### src/rtl/iq_fir_pkg.sv
// ============================================================================
// Module   : iq_fir_pkg
// Purpose  : Shared types, default coefficients and helpers for iq_fir_mac.
// Revision : 1.0 - initial release
// ============================================================================
`default_nettype none

package iq_fir_pkg;

   localparam int DATA_W_DEF = 5;
   localparam int OUT_W_DEF  = 5;
   localparam int COEF_W_DEF = 8;
   localparam int TAPS_DEF   = 8;

   typedef logic signed [DATA_W_DEF-1:0] sample_t;
   typedef logic signed [OUT_W_DEF-1:0]  out_t;
   typedef logic signed [COEF_W_DEF-1:0] coef_t;
   typedef coef_t [TAPS_DEF-1:0]         coef_arr_t;

   // Index 0 (rightmost) multiplies the newest sample; sum is 128 for unity DC gain.
   localparam coef_arr_t H_DEFAULT = {8'sd3, 8'sd10, 8'sd22, 8'sd29,
                                      8'sd29, 8'sd22, 8'sd10, 8'sd3};

   typedef enum logic [1:0] {
      ST_IDLE = 2'd0,
      ST_MAC  = 2'd1,
      ST_OUT  = 2'd2
   } state_t;

   function automatic int acc_width(input int dw, input int cw, input int taps);
      return dw + cw + $clog2(taps);
   endfunction

endpackage

`default_nettype wire

### src/rtl/iq_fir_round_sat.sv
// ============================================================================
// Module   : iq_fir_round_sat
// Purpose  : Round-half-up, shift by COEF_FRAC and reduce to OUT_W bits.
//            IQ_FIR_SAT_EN selects clamping; otherwise two's-complement wrap.
// Revision : 1.0 - initial release
// ============================================================================
`default_nettype none

module iq_fir_round_sat
   import iq_fir_pkg::*;
#(
   parameter int ACC_W     = 16,
   parameter int OUT_W     = 5,
   parameter int COEF_FRAC = 7
) (
   input  logic signed [ACC_W-1:0] acc,
   output logic signed [OUT_W-1:0] rounded
);

   localparam int SW = ACC_W + 1;
   localparam logic signed [SW-1:0] HALF = SW'(2 ** (COEF_FRAC - 1));

   logic signed [SW-1:0] biased;
   logic signed [SW-1:0] shifted;

   // One guard bit keeps the rounding add from ever overflowing.
   assign biased  = {acc[ACC_W-1], acc} + HALF;
   assign shifted = biased >>> COEF_FRAC;

`ifdef IQ_FIR_SAT_EN
   localparam logic signed [SW-1:0] MAX_V = SW'(2 ** (OUT_W - 1) - 1);
   localparam logic signed [SW-1:0] MIN_V = ~MAX_V;

   always_comb begin
      rounded = shifted[OUT_W-1:0];
      if (shifted > MAX_V) begin
         rounded = MAX_V[OUT_W-1:0];
      end else if (shifted < MIN_V) begin
         rounded = MIN_V[OUT_W-1:0];
      end
   end
`else
   assign rounded = shifted[OUT_W-1:0];
`endif

   logic unused_bits;
   assign unused_bits = ^shifted;

endmodule

`default_nettype wire

### src/rtl/iq_fir_mac.sv
// ============================================================================
// Module   : iq_fir_mac
// Purpose  : Time-multiplexed I/Q FIR low-pass, one multiplier per channel.
//            Output reduction mode selected by IQ_FIR_SAT_EN (see round_sat).
// Revision : 1.0 - initial release
// ============================================================================
`default_nettype none

module iq_fir_mac
   import iq_fir_pkg::*;
#(
   parameter int                      DATA_W    = 5,
   parameter int                      OUT_W     = 5,
   parameter int                      COEF_W    = 8,
   parameter int                      COEF_FRAC = 7,
   parameter int                      TAPS      = 8,
   parameter logic [TAPS*COEF_W-1:0]  COEFS     = H_DEFAULT
) (
   input  logic                     clk,
   input  logic                     reset,
   input  logic                     in_valid,
   input  logic signed [DATA_W-1:0] data_in_i,
   input  logic signed [DATA_W-1:0] data_in_q,
   output logic                     pret,
   output logic                     out_valid,
   output logic signed [OUT_W-1:0]  data_out_i,
   output logic signed [OUT_W-1:0]  data_out_q
);

   localparam int ACC_W = acc_width(DATA_W, COEF_W, TAPS);
   localparam int K_W   = $clog2(TAPS);

   state_t                   state, state_nxt;
   logic [K_W-1:0]           k;
   logic signed [DATA_W-1:0] x_i [TAPS];
   logic signed [DATA_W-1:0] x_q [TAPS];
   logic signed [ACC_W-1:0]  acc_i, acc_q;
   logic signed [ACC_W-1:0]  acc_i_nxt, acc_q_nxt;
   logic signed [ACC_W-1:0]  xi_ext, xq_ext, h_ext;
   logic signed [COEF_W-1:0] h_k;
   logic signed [OUT_W-1:0]  rnd_i, rnd_q;
   logic                     accept;
   logic                     last_mac;

   assign pret     = (state != ST_MAC) && !reset;
   assign accept   = in_valid && pret;
   assign last_mac = (state == ST_MAC) && (k == K_W'(TAPS - 1));

   assign h_k    = COEFS[k*COEF_W +: COEF_W];
   assign h_ext  = {{(ACC_W-COEF_W){h_k[COEF_W-1]}}, h_k};
   assign xi_ext = {{(ACC_W-DATA_W){x_i[k][DATA_W-1]}}, x_i[k]};
   assign xq_ext = {{(ACC_W-DATA_W){x_q[k][DATA_W-1]}}, x_q[k]};

   assign acc_i_nxt = acc_i + xi_ext * h_ext;
   assign acc_q_nxt = acc_q + xq_ext * h_ext;

   always_ff @(posedge clk or posedge reset) begin
      if (reset) begin
         state <= ST_IDLE;
      end else begin
         state <= state_nxt;
      end
   end

   always_comb begin
      state_nxt = state;
      out_valid = 1'b0;
      case (state)
         ST_IDLE: begin
            if (accept) state_nxt = ST_MAC;
         end
         ST_MAC: begin
            if (last_mac) state_nxt = ST_OUT;
         end
         ST_OUT: begin
            out_valid = 1'b1;
            state_nxt = accept ? ST_MAC : ST_IDLE;
         end
         default: state_nxt = ST_IDLE;
      endcase
   end

   // Outputs are registered from the final partial sum so they are valid in OUT.
   always_ff @(posedge clk or posedge reset) begin
      if (reset) begin
         k          <= '0;
         acc_i      <= '0;
         acc_q      <= '0;
         data_out_i <= '0;
         data_out_q <= '0;
         for (int t = 0; t < TAPS; t++) begin
            x_i[t] <= '0;
            x_q[t] <= '0;
         end
      end else begin
         if (accept) begin
            for (int t = TAPS - 1; t > 0; t--) begin
               x_i[t] <= x_i[t-1];
               x_q[t] <= x_q[t-1];
            end
            x_i[0] <= data_in_i;
            x_q[0] <= data_in_q;
            acc_i  <= '0;
            acc_q  <= '0;
            k      <= '0;
         end else if (state == ST_MAC) begin
            acc_i <= acc_i_nxt;
            acc_q <= acc_q_nxt;
            k     <= k + 1'b1;
         end
         if (last_mac) begin
            data_out_i <= rnd_i;
            data_out_q <= rnd_q;
         end
      end
   end

   iq_fir_round_sat #(
      .ACC_W     (ACC_W),
      .OUT_W     (OUT_W),
      .COEF_FRAC (COEF_FRAC)
   ) u_round_i (
      .acc     (acc_i_nxt),
      .rounded (rnd_i)
   );

   iq_fir_round_sat #(
      .ACC_W     (ACC_W),
      .OUT_W     (OUT_W),
      .COEF_FRAC (COEF_FRAC)
   ) u_round_q (
      .acc     (acc_q_nxt),
      .rounded (rnd_q)
   );

endmodule

`default_nettype wire
### config.mk
export PLATFORM = sky130hd
export DESIGN_NAME = iq_fir_mac
export DESIGN_NICKNAME = d
export VERILOG_FILES = /design/src/rtl/iq_fir_pkg.sv /design/src/rtl/iq_fir_round_sat.sv /design/src/rtl/iq_fir_mac.sv
export SDC_FILE = /design/constraint.sdc
export NUM_CORES = 1
export LEC_CHECK = 0
export CORE_ASPECT_RATIO = 1.2
export CORE_MARGIN = 2
export CORE_UTILIZATION = 40
export DETAILED_ROUTE_END_ITERATION = 12
export SLEW_MARGIN = 20
export SYNTH_ARGS = -nofsm -noshare
export SYNTH_HDL_FRONTEND = slang
export SYNTH_SLANG_ARGS = --single-unit
### constraint.sdc
create_clock -name clk -period 7.99 [get_ports clk]
set_input_delay 1.1985 -clock clk [delete_from_list [all_inputs] [get_ports clk]]
set_output_delay 1.1985 -clock clk [all_outputs]
set_load 0.01 [all_outputs]
# Word-level counts from Yosys, hierarchy flattened
# Cells that the tools add are included.
# totals
register_bits	127
in_bits	13
out_inout_bits	12
wordCells	62
# op_classes
add_sub_neg	5
n_mul	2
order_cmp	1
n_eq_ne	6
shift	1
n_mux	17
n_bitwise	1
n_reduce_logical	7
# op_table
op	n
two-way mux 16 bit	4
indexed part select 64 x 7 -> 8 bit (first input constant)	1
adder 16 x 13 -> 16 bit	2
binary-select mux 5 bit (select 3 bit)	2
multiplier 5 x 8 -> 13 bit	2
adder 12 x 8 -> 12 bit (second input constant)	2
two-way mux 5 bit	4
two-way mux 3 bit	2
one-hot mux 2 bit (3 select lines)	1
greater-or-equal comparator 4 bit (second input constant)	1
two-way mux 2 bit	2
!= test 2 bit (second input constant)	2
NOT 3 -> 4 bit	1
adder 3 x 1 -> 3 bit (second input constant)	1
equality test 3 bit (second input constant)	1
logical AND 1 bit	3
equality test 2 x 1 -> 1 bit (second input constant)	1
equality test 2 bit (second input constant)	1
zero test 2 bit	1
two-way mux 1 bit	2
!= test 2 x 1 -> 1 bit (second input constant)	1
AND reduction 2 bit	1
nonzero test 2 bit	1
zero test 1 bit	1

# Depth between registers and ports, before layout
# Gate-level depths: netlist (run 1).
# depth
word_depth	8
depth_mapped	23
depth_no_buf	20

# Hierarchy
# A second synthesis (run 1) with hierarchy kept.
# unflattened
hier_cells	733
hier_area_um2	8630.8
# modules_own_cells
mod	instances	cells_per_inst	area_each_um2	seq_area_each_um2
iq_fir_mac	1	717	8483.1	3178.0
iq_fir_round_sat	2	8	73.8	0.0

# Worst setup path after synthesis (run 1)
# OpenSTA, ideal clock, no wires.
# synth_timing
path_kind	register to register
startpoint	register k[1]
endpoint	register data_out_i[4]
setup_ns	0.129
arrival_time_ns	5.773
t_required_ns	7.861
slack_ns	2.088
stages_incl_launch_ff	24
n_path_buf	3
synth_period_minus_slack_ns	5.902
cell_sequence	dfrtp_1 -> buf_6 -> buf_2 -> buf_2 -> inv_1 -> ha_1 -> or3_1 -> o21ai_1 -> nor2_1 -> fa_1 -> inv_1 -> fa_1 -> inv_1 -> fa_1 -> fa_1 -> inv_1 -> fa_1 -> nand2b_1 -> a211oi_1 -> nor2_1 -> o31ai_1 -> nor3b_1 -> xor2_1 -> o21ai_1
# synth_via
elab_chain_len	7
word_cells_on_any_way	10
cone_classes	2 x add/sub; 1 x mul; 1 x eq/ne; 1 x shift; 3 x mux; 1 x bitwise; 1 x reduce/logical
# synth_rtl
item	line	rtl
from (decl)	iq_fir_mac.sv:34	logic [K_W-1:0] k;
from (signal assigned)	iq_fir_mac.sv:109	k <= k + 1'b1;
parallel branches: the longest is 7 deep, another holds adder 16 x 13 -> 16 bit	-	
to (signal assigned)	iq_fir_mac.sv:112	data_out_i <= rnd_i;
to (decl)	iq_fir_mac.sv:26	output logic signed [OUT_W-1:0] data_out_i,
# Parallel ways; which one is timed is not known. The select of a mux whose other input is x is not followed.
# A chain may end at the register's enable or synchronous reset.

# Final worst setup path (run 1)
# layout_timing
startpoint	register k[0]
endpoint	register data_out_i[4]
# Same word-level chain as after synthesis.

==> flow_summary.yaml, run 1 <==
synth:
  avgSynthCellArea_um2: 11.95
  async_reset_ff_share_pct: 100.0
  yosysTopAreaCell: "dfrtp_1"
  ys_ff_latch: 119
  yosys_warnings: 0
  seq_area_frac_synth_pct: 38.93
  yosys-top-cells-area: "dfrtp_1, mux2_2, ha_1, fa_1, mux4_2"
  synth_fp_nets: 756
  syn_inst: 640
  synth_edf_count: 0
  ys.flop_type: "dfrtp_1"
  synth_most_common_cell: "dfrtp_1"
  synthTopCellsByCount: "dfrtp_1, mux2_2, ha_1, nand2_1, inv_1"
  yosysUniqueCellTypes: 52
  synthDominantCellAreaShare_pct: 38.93
  netlist_area_um2: 7649
floorplanning:
  dieArea_um2: 20250
  io_pins: 25
  initial_utilization_pct: 40.71
  coreArea_um2: 18790
  rows: 55
  die_y_um: 155.5
  die_w_um: 130.2
timing:
  fin_skew_ps: 6.092
  hold_violations: 0
  fmax_mhz: 155.4
  finalSetupViolCount: 0
  finalCriticalPeriod_ps: 6436
  slew_viol_final: 0
  rsz0062_at_grt: "false"
  whs_ps: 478.0
  worst_slew_pin_slew_ps: 920.1
  tns_ps: 0
  slew_headroom_pct: 38.66
  min_period_over_period_pct: 80.56
routing:
  viasPerCell: 5.045
  wl_um: 14100
  drtAntennaViolNets: 0
  first_pass_iters: 4
  drc: 0
  wl_per_cell_um: 15.15
  drtIter0Drc: 188
  num_vias: 4697
clocking:
  clock_sinks: 119
  tritoncts: "built"
  postCtsSetupBuffers: 0
  clk_latency_ps: 420
  cts_root_buffer: "clkbuf_16"
  cts_buffers: 17
  ctsHoldBuffers: 0
  clk_path_buf_depth: 2
  h-tree-depth: 4
  cts_resized: 0
  path_clk_slew_ps: 50
layout:
  diodes: 0
  syn2layout_area_growth_pct: 14.36
  drive_gt1_share_pct: 22.81
  multi_input_area_um2: 4380
  layout.nets: 778
  fillers: 1693
  regArea_um2: 2978
run:
  cap_violations: 0
hold_path:
  min_path_cells: 2
  holdCritStartpoint: "data_out_i[4]"
  hold_path_end: "data_out_i[4]"
  worstHoldPathType: "reg -> reg"
setup_path:
  end_kind: "register"
  reg2regPathDepth: 20
  reg2reg_to: "data_out_i[4]"
  start_kind: "register"
  worst-r2r-setup-slack_ps: 1550
  r2r_start: "k[0]"
  crit_arrival_ps: 6720
  crit_type: "reg -> reg"
  worstPathMaxFanout: 14
  cp.required_ps: 8270
place:
  gp_congestion: 0.8159
  io_buffers: 24
  dp_hpwl_um: 10190
global_routing:
  grt_pass1_wl_um: 24550
  grt_antenna_before_repair: 0
  grt_pass1_vias: 5011
  grt.overflow.total: 0
  track_usage_pct: 15.50
  grt_max_degree: 78
status:
  status: "completed"
==> final cells by class <==
type / instances / area share, %
clock buffers: 21 / 5.264
clock inverters: 11 / 1.688
inverters: 46 / 2.003
multi-input cells: 448 / 50.08
flip-flops and latches: 119 / 34.04
well taps: 256 / 3.662
repair buffers: 30 / 3.261
==> cell families (layout without fill, tap and decap cells) <==
family          Yosys count  count (layout)  share of synthesized area, %
simple gates            152             152                         9.308
flops                   119             119                         38.93
mux                     116             116                         19.83
fa+ha+maj               103             103                         20.38
buf+inv                  73             108                         3.926
compound gates           51              51                         4.646
xor+xnor                 26              26                         2.977
==> per-stage QoR <==
step           util, %  worst slack (ps)  instance area, µm²  cells
3_5_place_dp     43.32              1508                8139    899
4_1_cts          46.56              1483                8747    931
6_report         46.56              1554                8747    931
5_1_grt          46.56              1004                8747    931
3_3_place_gp     43.32              1616                8139    899
2_1_floorplan        -              2088                7649    640
==> routing by layer <==
layer	GRT usage, %	up-vias	share of wire [%]
met5	0	-	0
met4	5.735	0	1.9
met3	3.336	23	2.5
met2	24.88	57	49
met1	20.61	2344	47
li1	-	2273	-
==> worst max-delay path by stage <==
stage,cells after the start,start,slack [ps],end
after CTS,20,k[0],1480,data_out_i[4]
after floorplan,23,k[1],2090,data_out_i[4]
after global routing,20,k[0],1000,data_out_i[4]
final,20,k[0],1550,data_out_i[4]
after detailed placement,20,k[0],1510,data_out_i[4]
after global placement,20,k[0],1620,data_out_i[4]
==> flip-flops by register name, indices dropped and copies added (netlist names) <==
register,count
acc_i,12
acc_q,12
data_out_i,5
data_out_q,5
k,3
state,2
x_i,40
x_q,40
==> cell usage in the layout, fill, tap and decap left out, types with 3 or more instances in the layout <==
cell type and instances:
dfrtp_1 119, mux2_2 84, ha_1 67, nand2_1 48
inv_1 42, nor2_1 39, fa_1 36, nand3_1 32
clkdlybuf4s50_1 24, mux4_2 19, o21ai_1 18, clkbuf_16 17
xnor2_1 16, mux2i_1 12, xor2_1 10, nand2b_1 6
buf_4 6, nor3b_1 5, nor2b_1 4, a21o_1 4
a21oi_1 4, o31ai_1 4, clkinvlp_4 4, or2_1 3
inv_2 3, o21ai_0 3, bufinv_16 3
==> worst max-delay path: stages (launching register included) <==
cell and delay [ps]:
dfrtp_1 840, inv_2 170, ha_1 240, or3_1 330
o21ai_1 380, nor2_1 150, fa_1 530, inv_1 50
fa_1 480, inv_1 60, fa_1 500, fa_1 540
inv_1 70, fa_1 440, nand2b_1 170, a211oi_1 280
nor2_1 100, o31ai_1 440, nor3b_1 290, xor2_1 170
o21ai_1 70
Power of run 1 is not shown: default switching activity piles up to over one toggle a cycle in this logic, so the estimate is an artifact.
==> inputs of run 2 (changes only) <==
clock period = 6.5 ns   (was 7.99 ns; I/O delays follow)
==> run 2 against run 1 <==
Fmax increased by 8.6%. Count of clock-buffer cells in the layout increased by 1. Via count increased by 1.9%. First-iteration DRC count decreased by 16%. Setup slack got worse by 980 ps. Routed wire length increased by 2.7%. Global-route usage increased by 0.19 points. Register-to-register slack got worse by 980 ps.
==> flow_summary.yaml, run 2 (same netlist as run 1, synthesis figures left out) <==
status:
  status: "completed"
hold_path:
  hold_path_end: "data_out_i[1]"
  worstHoldPathType: "reg -> reg"
  min_path_cells: 2
  holdCritStartpoint: "data_out_i[1]"
setup_path:
  worstPathMaxFanout: 25
  crit_type: "reg -> reg"
  r2r_start: "k[0]"
  start_kind: "register"
  reg2regPathDepth: 22
  worst-r2r-setup-slack_ps: 570
  cp.required_ps: 6760
  end_kind: "register"
  crit_arrival_ps: 6190
  reg2reg_to: "data_out_q[3]"
routing:
  num_vias: 4786
  viasPerCell: 5.124
  wl_um: 14480
  wl_per_cell_um: 15.50
  first_pass_iters: 5
  drtIter0Drc: 158
  drtAntennaViolNets: 0
  drc: 0
floorplanning:
  coreArea_um2: 18790
  dieArea_um2: 20250
  io_pins: 25
  die_y_um: 155.5
  initial_utilization_pct: 40.71
  die_w_um: 130.2
  rows: 55
timing:
  finalCriticalPeriod_ps: 5929
  fin_skew_ps: 11.99
  rsz0062_at_grt: "false"
  hold_violations: 0
  slew_viol_final: 0
  fmax_mhz: 168.7
  worst_slew_pin_slew_ps: 878.8
  tns_ps: 0
  min_period_over_period_pct: 91.21
  slew_headroom_pct: 41.36
  finalSetupViolCount: 0
place:
  io_buffers: 24
  dp.cells: 902
  gp_congestion: 0.8243
  dp_hpwl_um: 10480
layout:
  multi_input_area_um2: 4380
  syn2layout_area_growth_pct: 15.88
  regArea_um2: 2979
  reg_top3: "x_i x40, x_q x40"
  layout.nets: 781
  drive_gt1_share_pct: 23.45
  diodes: 0
  layoutNonFillerInstCount: 934
  most-common-layout-cells: "dfrtp_1, mux2_2, ha_1, nand2_1, inv_1"
  fillers: 1735
  final_common_cell: "dfrtp_1"
clocking:
  h-tree-depth: 4
  path_clk_slew_ps: 60
  cts_buffers: 17
  clk_latency_ps: 410
  cts_root_buffer: "clkbuf_16"
  tritoncts: "built"
  clock_sinks: 119
  clk_path_buf_depth: 2
  postCtsSetupBuffers: 0
global_routing:
  track_usage_pct: 15.69
  grt_antenna_before_repair: 0
  grt_max_degree: 74
  grt.overflow.total: 0
  grt_pass1_vias: 5217
  grt_pass1_wl_um: 25110
run:
  cap_violations: 0
-- run 2: through the flow --
stage | utilization [%] | instance area [µm²] | setup WS (ps) | hold slack (ps)
final | 47.18 | 8864 | 571.3 | 480.2
after global routing | 47.18 | 8864 | 228.2 | 515.4
after CTS | 47.17 | 8862 | 309.5 | 488.3
after detailed placement | 43.58 | 8187 | 347.1 | 475.4
after global placement | 43.58 | 8187 | 434.0 | 467.0
after floorplan | - | 7649 | 598.0 | 463.0
-- run 2: how the worst max path moves through the flow --
stage	from	endpoint	slack (ps)	depth (start not counted)
3_5_place_dp	k[1]	data_out_q[3]	350	21
5_1_grt	k[1]	data_out_q[3]	230	21
4_1_cts	k[1]	data_out_q[3]	310	21
6_report	k[0]	data_out_q[3]	570	22
2_1_floorplan	k[1]	data_out_i[4]	600	23
3_3_place_gp	k[1]	data_out_q[3]	430	21
-- run 2: area by class of cell --
class	instances	share of cell area, %
multi-input cells	448	49.42
flip-flops and latches	119	33.61
clock buffers	22	5.463
repair buffers	33	3.755
well taps	256	3.614
clock inverters	10	2.160
inverters	46	1.976
-- run 2: metal layers --
metal	track usage, %	share of wire [%]	up-vias
li1	-	-	2287
met2	26.75	51	76
met5	0	0	-
met4	4.762	1.2	0
met1	20.07	45	2411
met3	3.164	2.6	12
-- run 2: worst max-delay path, cell delays in order (launching register included) --
cell	delay [ps]
dfrtp_1	370
buf_12	220
inv_2	110
ha_1	200
or3_1	340
o21ai_1	260
buf_4	220
nor2_1	60
fa_1	520
inv_1	50
fa_1	470
inv_1	60
fa_1	520
fa_1	550
inv_1	60
fa_1	490
nor2b_4	140
o31ai_1	80
xnor2_1	320
ha_1	240
nor3b_1	240
xor2_1	170
o21ai_1	80
-- run 2: repair_timing --
action                     4_1_cts  5_1_grt
hold buffers                     0        0
resized for setup                0        1
setup endpoints to repair        0        1
Power of run 2 is left out for the same reason.
==> inputs of run 3 (changes only) <==
CTS_CLUSTER_DIAMETER = 60   (was unset)
==> results of run 3 <==
Final layout, timing and power as in run 2 (identical DEF).
Power of run 3 is left out for the same reason.
